[src/rtl/pd_tx_retry_ctrl_if.sv]
// pd_tx_retry_ctrl_if
//   Bundles every non-clock/reset signal of the USB-PD transmit retry
//   controller.
//   master : policy engine / PHY / receiver side. Drives the request,
//            cancel, msgid_clr, line and rx inputs.
//   slave  : the controller. Drives req_rdy, phy_go, phy_sop, msgid and
//            the result.
interface pd_tx_retry_ctrl_if;
  logic       req_vld;
  logic [1:0] req_sop;
  logic       req_rdy;
  logic       cancel;
  logic       msgid_clr;
  logic       line_busy;
  logic       phy_go;
  logic [1:0] phy_sop;
  logic       phy_done;
  logic       rx_vld;
  logic       rx_crc_ok;
  logic       rx_goodcrc;
  logic [2:0] rx_msgid;
  logic [1:0] rx_sop;
  logic [2:0] msgid;
  logic       rslt_vld;
  logic [1:0] rslt_code;

  modport master (
    output req_vld, req_sop, cancel, msgid_clr, line_busy, phy_done,
           rx_vld, rx_crc_ok, rx_goodcrc, rx_msgid, rx_sop,
    input  req_rdy, phy_go, phy_sop, msgid, rslt_vld, rslt_code
  );

  modport slave (
    input  req_vld, req_sop, cancel, msgid_clr, line_busy, phy_done,
           rx_vld, rx_crc_ok, rx_goodcrc, rx_msgid, rx_sop,
    output req_rdy, phy_go, phy_sop, msgid, rslt_vld, rslt_code
  );
endinterface

[src/rtl/pd_tx_retry_ctrl.sv]
// pd_tx_retry_ctrl
//   Transmit-side retry controller for USB-PD. It accepts one buffered
//   message at a time and waits for the CC line to go idle. It then starts
//   the PHY and waits tReceive for a GoodCRC. It retries up to N_RETRY
//   times and reports SUCCESS / FAIL / DISCARD / CANCEL. It also owns the
//   MessageID counter.
// Ports
//   clk  : sole clock, rising edge
//   rst  : synchronous active-high reset
//   bus  : pd_tx_retry_ctrl_if.slave. Carries the request handshake,
//          cancel/msgid_clr, line_busy, the PHY go/sop/done signals, the
//          rx packet info, msgid and the result.
module pd_tx_retry_ctrl #(
  parameter int TRCV_CYC = 12000,
  parameter int N_RETRY  = 2
) (
  input logic              clk,
  input logic              rst,
  pd_tx_retry_ctrl_if.slave bus
);

  typedef enum logic [1:0] {IDLE, DEFER, SEND, WAIT_CRC} state_t;

  localparam logic [1:0]  RC_SUCCESS = 2'd0;
  localparam logic [1:0]  RC_FAIL    = 2'd1;
  localparam logic [1:0]  RC_DISCARD = 2'd2;
  localparam logic [1:0]  RC_CANCEL  = 2'd3;
  localparam logic [15:0] TMR_LD     = 16'(TRCV_CYC - 1);
  localparam logic [1:0]  RETRY_MAX  = 2'(N_RETRY);

  state_t      state, state_nxt;
  logic [15:0] timer;
  logic [1:0]  retry_cnt;
  logic [2:0]  msgid_q;
  logic [1:0]  phy_sop_q;
  logic        rslt_vld_q;
  logic [1:0]  rslt_code_q;

  // decisions made by the next-state logic this cycle
  logic        end_evt;
  logic [1:0]  end_code;
  logic        msgid_inc;
  logic        retry_evt;
  logic        tmr_load;

  // rx qualification; a bad-CRC packet never counts
  logic rx_ok, sop_hit, ack_hit, nack_hit;
  assign rx_ok    = bus.rx_vld & bus.rx_crc_ok;
  assign sop_hit  = (bus.rx_sop == phy_sop_q);
  assign ack_hit  = rx_ok & bus.rx_goodcrc & sop_hit & (bus.rx_msgid == msgid_q);
  assign nack_hit = rx_ok & ~bus.rx_goodcrc & sop_hit;

  // state register
  always_ff @(posedge clk) begin
    if (rst) state <= IDLE;
    else     state <= state_nxt;
  end

  // next state + transaction decisions; cancel outranks every other event
  always_comb begin
    state_nxt = state;
    end_evt   = 1'b0;
    end_code  = RC_SUCCESS;
    msgid_inc = 1'b0;
    retry_evt = 1'b0;
    tmr_load  = 1'b0;
    if (state != IDLE && bus.cancel) begin
      state_nxt = IDLE;
      end_evt   = 1'b1;
      end_code  = RC_CANCEL;
    end else begin
      case (state)
        IDLE:  if (bus.req_vld) state_nxt = DEFER;
        DEFER: if (!bus.line_busy) state_nxt = SEND;
        SEND:  if (bus.phy_done) begin
          state_nxt = WAIT_CRC;
          tmr_load  = 1'b1;
        end
        WAIT_CRC: begin
          // a qualifying packet wins over a timeout in the same cycle
          if (ack_hit) begin
            state_nxt = IDLE;
            end_evt   = 1'b1;
            end_code  = RC_SUCCESS;
            msgid_inc = 1'b1;
          end else if (nack_hit) begin
            state_nxt = IDLE;
            end_evt   = 1'b1;
            end_code  = RC_DISCARD;
          end else if (timer == 16'd0) begin
            if (retry_cnt < RETRY_MAX) begin
              state_nxt = DEFER;
              retry_evt = 1'b1;
            end else begin
              state_nxt = IDLE;
              end_evt   = 1'b1;
              end_code  = RC_FAIL;
              msgid_inc = 1'b1;
            end
          end
        end
        default: state_nxt = IDLE;
      endcase
    end
  end

  // outputs; phy_go fires only on the DEFER->SEND transition
  always_comb begin
    bus.req_rdy = (state == IDLE);
    bus.phy_go  = (state == DEFER) & ~bus.line_busy & ~bus.cancel & ~rst;
  end

  // datapath
  always_ff @(posedge clk) begin
    if (rst) begin
      timer       <= '0;
      retry_cnt   <= '0;
      msgid_q     <= '0;
      phy_sop_q   <= '0;
      rslt_vld_q  <= 1'b0;
      rslt_code_q <= '0;
    end else begin
      rslt_vld_q  <= end_evt;
      rslt_code_q <= end_evt ? end_code : 2'd0;
      if (state == IDLE && bus.req_vld) begin
        phy_sop_q <= bus.req_sop;
        retry_cnt <= '0;
      end else if (retry_evt) begin
        retry_cnt <= retry_cnt + 2'd1;
      end
      if (tmr_load)
        timer <= TMR_LD;
      else if (state == WAIT_CRC && timer != 16'd0)
        timer <= timer - 16'd1;
      // clear wins over a simultaneous increment
      if (bus.msgid_clr)  msgid_q <= '0;
      else if (msgid_inc) msgid_q <= msgid_q + 3'd1;
    end
  end

  assign bus.phy_sop   = phy_sop_q;
  assign bus.msgid     = msgid_q;
  assign bus.rslt_vld  = rslt_vld_q;
  assign bus.rslt_code = rslt_code_q;

endmodule

[src/flat_wrapper.sv]
// flat-port wrapper written by rule: the top's interface ports become plain ports
module pd_tx_retry_ctrl_flat 
#(
  parameter int TRCV_CYC = 12000,
  parameter int N_RETRY  = 2
)
  (clk, rst, bus_req_vld, bus_req_sop, bus_cancel, bus_msgid_clr, bus_line_busy, bus_phy_done, bus_rx_vld, bus_rx_crc_ok, bus_rx_goodcrc, bus_rx_msgid, bus_rx_sop, bus_req_rdy, bus_phy_go, bus_phy_sop, bus_msgid, bus_rslt_vld, bus_rslt_code);
  pd_tx_retry_ctrl_if bus_i ();
  input logic clk;
  input logic rst;
  input wire logic [$bits(bus_i.req_vld)-1:0] bus_req_vld;
  input wire logic [$bits(bus_i.req_sop)-1:0] bus_req_sop;
  input wire logic [$bits(bus_i.cancel)-1:0] bus_cancel;
  input wire logic [$bits(bus_i.msgid_clr)-1:0] bus_msgid_clr;
  input wire logic [$bits(bus_i.line_busy)-1:0] bus_line_busy;
  input wire logic [$bits(bus_i.phy_done)-1:0] bus_phy_done;
  input wire logic [$bits(bus_i.rx_vld)-1:0] bus_rx_vld;
  input wire logic [$bits(bus_i.rx_crc_ok)-1:0] bus_rx_crc_ok;
  input wire logic [$bits(bus_i.rx_goodcrc)-1:0] bus_rx_goodcrc;
  input wire logic [$bits(bus_i.rx_msgid)-1:0] bus_rx_msgid;
  input wire logic [$bits(bus_i.rx_sop)-1:0] bus_rx_sop;
  output wire logic [$bits(bus_i.req_rdy)-1:0] bus_req_rdy;
  output wire logic [$bits(bus_i.phy_go)-1:0] bus_phy_go;
  output wire logic [$bits(bus_i.phy_sop)-1:0] bus_phy_sop;
  output wire logic [$bits(bus_i.msgid)-1:0] bus_msgid;
  output wire logic [$bits(bus_i.rslt_vld)-1:0] bus_rslt_vld;
  output wire logic [$bits(bus_i.rslt_code)-1:0] bus_rslt_code;
  assign bus_i.req_vld = bus_req_vld;
  assign bus_i.req_sop = bus_req_sop;
  assign bus_i.cancel = bus_cancel;
  assign bus_i.msgid_clr = bus_msgid_clr;
  assign bus_i.line_busy = bus_line_busy;
  assign bus_i.phy_done = bus_phy_done;
  assign bus_i.rx_vld = bus_rx_vld;
  assign bus_i.rx_crc_ok = bus_rx_crc_ok;
  assign bus_i.rx_goodcrc = bus_rx_goodcrc;
  assign bus_i.rx_msgid = bus_rx_msgid;
  assign bus_i.rx_sop = bus_rx_sop;
  assign bus_req_rdy = bus_i.req_rdy;
  assign bus_phy_go = bus_i.phy_go;
  assign bus_phy_sop = bus_i.phy_sop;
  assign bus_msgid = bus_i.msgid;
  assign bus_rslt_vld = bus_i.rslt_vld;
  assign bus_rslt_code = bus_i.rslt_code;
  pd_tx_retry_ctrl #(.TRCV_CYC(TRCV_CYC), .N_RETRY(N_RETRY)) u_core (.clk(clk), .rst(rst), .bus(bus_i));
endmodule
[config.mk]
export PLATFORM = sky130hd
export DESIGN_NAME = pd_tx_retry_ctrl_flat
export DESIGN_NICKNAME = d
export VERILOG_FILES = /design/src/rtl/pd_tx_retry_ctrl_if.sv /design/src/rtl/pd_tx_retry_ctrl.sv /design/src/flat_wrapper.sv
export SDC_FILE = /design/constraint.sdc
export NUM_CORES = 1
export LEC_CHECK = 0
export ABC_CLOCK_PERIOD_IN_PS = 5450
export CAP_MARGIN = 5
export CELL_PAD_IN_SITES_DETAIL_PLACEMENT = 0
export CELL_PAD_IN_SITES_GLOBAL_PLACEMENT = 1
export CORE_MARGIN = 3
export CORE_UTILIZATION = 45
export CTS_CLUSTER_SIZE = 30
export DETAILED_ROUTE_END_ITERATION = 6
export DONT_BUFFER_PORTS = 1
export GPL_ROUTABILITY_DRIVEN = 0
export PLACE_DENSITY_LB_ADDON = 0.05
export SYNTH_ARGS = -nofsm -noshare
export SYNTH_HDL_FRONTEND = slang
export SYNTH_SLANG_ARGS = --single-unit
[constraint.sdc]
create_clock -name clk -period 5.45 [get_ports clk]
set_clock_uncertainty 0.2 [all_clocks]
set_input_delay 1.09 -clock clk [delete_from_list [all_inputs] [get_ports clk]]
set_output_delay 1.09 -clock clk [all_outputs]
set_load 0.005 [all_outputs]
==> flow_metrics.py <==
metrics = {
    "setup_path": {
        "critPathLaunchType": "flip-flop",
        "reg2regPathDepth": 7,
        "cp_max_fo": 7,
        "reg2reg_from": "u_core.timer[0]",
        "r2r_slack_ns": 2.57,
        "cp-end-kind": "flip-flop",
        "critPathArrivalTime_ns": 2.92,
        "worstPathRequired_ns": 5.49,
        "r2r_end": "u_core.state[0]",
        "critPathKind": "flip-flop to flip-flop",
    },
    "synth": {
        "synth_top_area_share_pct": 36.9,
        "ys_types": 37,
        "synth_edf_count": 0,
        "synth_area_leaders": "dfxtp_1, xor2_1, a21oi_1, ha_1, nor2_1",
        "yosysTopAreaCell": "dfxtp_1",
        "avgSynthCellArea_um2": 8.74,
        "synth.most_common_cell": "dfxtp_1",
        "synthTopCellsByCount": "dfxtp_1, xor2_1, nor2_1",
        "synth_area_um2": 1520,
        "ys_seq_area_share_pct": 36.9,
        "synth_cells": 174,
        "async_reset_ff_share_pct": 0,
        "ys.flop_type": "dfxtp_1",
        "yosysWarnings": 0,
        "synth_seq_cells": 28,
        "syn-num-nets": 197,
    },
    "layout": {
        "area_growth_syn_to_layout_pct": 5.10,
        "seq_area_um2": 561,
        "multi_input_area_um2": 900,
        "nets": 196,
        "antenna_cells": 0,
        "drive_above_1_share_pct": 6.40,
        "fillCellCount": 305,
    },
    "timing": {
        "fin_tns_setup_ns": 0,
        "hold_viol": 0,
        "fmax_ghz": 0.347,
        "drv_slew": 0,
        "slew_headroom_pct": 53.6,
        "fin_crit_sh_pct": 52.9,
        "fin_ws_ns": 2.57,
        "fin_crit_ns": 2.88,
        "worst_slew_pin_slew_ns": 0.690,
        "setup_violations": 0,
        "grt_setup_unrepaired": "no",
    },
    "place": {
        "dp_hpwl_um": 2270,
        "io_buffers": 0,
        "preCtsSetupSlack_ns": 2.42,
    },
    "clock_network": {
        "postCtsSetupBuffers": 0,
        "numCtsBuffers": 3,
        "cts_resized": 0,
        "cts_buffer_depth": 2,
        "cts_root_buffer": "clkbuf_4",
        "cts_tree": "built",
        "clk_pin_slew_ns": 0.15,
        "clock_sinks": 28,
        "h-tree-depth": 1,
        "clock_latency_ns": 0.33,
        "postCtsHoldBufs": 0,
    },
    "floorplanning": {
        "fp-row-count": 20,
        "die_w_um": 64.1,
        "dieArea_um2": 4110,
        "initial_utilization_pct": 48.6,
        "coreArea_um2": 3130,
        "die_h_um": 64.1,
        "pin_count": 27,
    },
    "power": {
        "vdd_drop_max_mv": 0.246,
        "powerDensity_nw_per_um2": 445,
        "leakage_nw": 0.612,
    },
    "drt": {
        "vias": 1206,
        "wl_um": 3090,
        "drc": 0,
        "via_per_inst": 5.58,
        "drtIter0Drc": 50,
        "antenna_left": 0,
        "wl_per_cell_um": 14.3,
        "drtPass1Iterations": 4,
    },
    "min_path": {
        "hp-class": "flip-flop to flip-flop",
        "min_path_cells": 2,
        "hp-start": "u_core.timer[1]",
        "min_to": "u_core.timer[1]",
    },
    "flow_run": {
        "cap_violations": 0,
    },
    "global_routing": {
        "grt_overflow": 0,
        "antenna_found_initial": 0,
        "grt_max_degree": 25,
        "grt_pass1_vias": 1162,
        "grt_pass1_wl_um": 5420,
        "grt_usage_pct": 16.3,
    },
    "outcome": {
        "status": "complete, no violations",
    },
}
==> metrics by stage <==
step	hold slack, ns	area, um2	instances	utilization (%)	power (mW)
floorplan	0.268	1520	174	-	0.531
global placement	0.269	1550	212	49.4	0.571
detailed placement	0.287	1550	212	49.4	0.577
CTS	0.312	1600	216	51.1	0.717
global route	0.336	1600	216	51.1	0.768
finish	0.307	1600	216	51.1	0.711
==> metal layers <==
metal	track usage, %	share of wire (%)	up-vias
met2	26.1	45	27
li1	-	-	616
met5	0	0	-
met1	22.2	49	561
met4	3.17	0.68	0
met3	4.39	4.9	2
==> worst max-delay path: stages, from the launching register on <==
cell	delay [ns]
dfxtp_1	0.36
inv_1	0.06
ha_1	0.29
or4b_2	0.71
o41ai_4	0.35
a21oi_2	0.09
or3_1	0.39
a2111oi_2	0.34
==> worst max-delay path by stage <==
| stage | slack, ns | to | from |
|---|---|---|---|
| floorplan | 2.59 | bus_phy_go | rst |
| global placement | 2.47 | u_core.state[0] | bus_rx_msgid[1] |
| detailed placement | 2.42 | u_core.state[0] | bus_rx_sop[0] |
| CTS | 2.58 | u_core.state[0] | u_core.timer[0] |
| global route | 2.44 | u_core.state[0] | u_core.timer[0] |
| finish | 2.57 | u_core.state[0] | u_core.timer[0] |
==> placed cells by master, fill, tap and decap left out, drive strengths merged, types with 4 or more instances in the layout <==
| cell | n |
|---|---|
| nand4 | 5 |
| nor2 | 18 |
| a21oi | 17 |
| nand3 | 7 |
| xor2 | 19 |
| dfxtp | 28 |
| nand2b | 4 |
| inv | 8 |
| nor3 | 4 |
| ha | 6 |
| or3 | 5 |
| nand2 | 15 |
==> power breakdown <==
group | internal (mW) | leakage [nW] | switching [mW] | total (mW)
combinational | 0.113 | 0.357 | 0.190 | 0.303
clock | 0.0744 | 0.0279 | 0.0604 | 0.135
sequential | 0.240 | 0.227 | 0.0332 | 0.274
==> cell type report <==
cell class,count,share of cell area [%]
Sequential cell,28,35.1
Tap cell,44,3.45
Clock inverter,1,1.88
Clock buffer,3,1.41
Multi-Input combinational cell,132,56.3
Inverter,8,1.88
==> logic make-up after synthesis <==
kind of cell,after synthesis,share of synthesized area (%)
mux,3,1.98
flops,28,36.9
buf+inv,14,3.95
fa+ha+maj,6,4.94
simple gates,72,25.1
compound gates,30,15.1
xor+xnor,21,12.1
==> sequential cells by signal, indices dropped and copies added (netlist names) <==
name and flops:
u_core.retry_cnt 2, u_core.bus.msgid 3, u_core.bus.rslt_code 2, u_core.timer 16
u_core.state 2, u_core.bus.rslt_vld 1, u_core.bus.phy_sop 2
No activity file was read; power rests on OpenSTA's default activity.
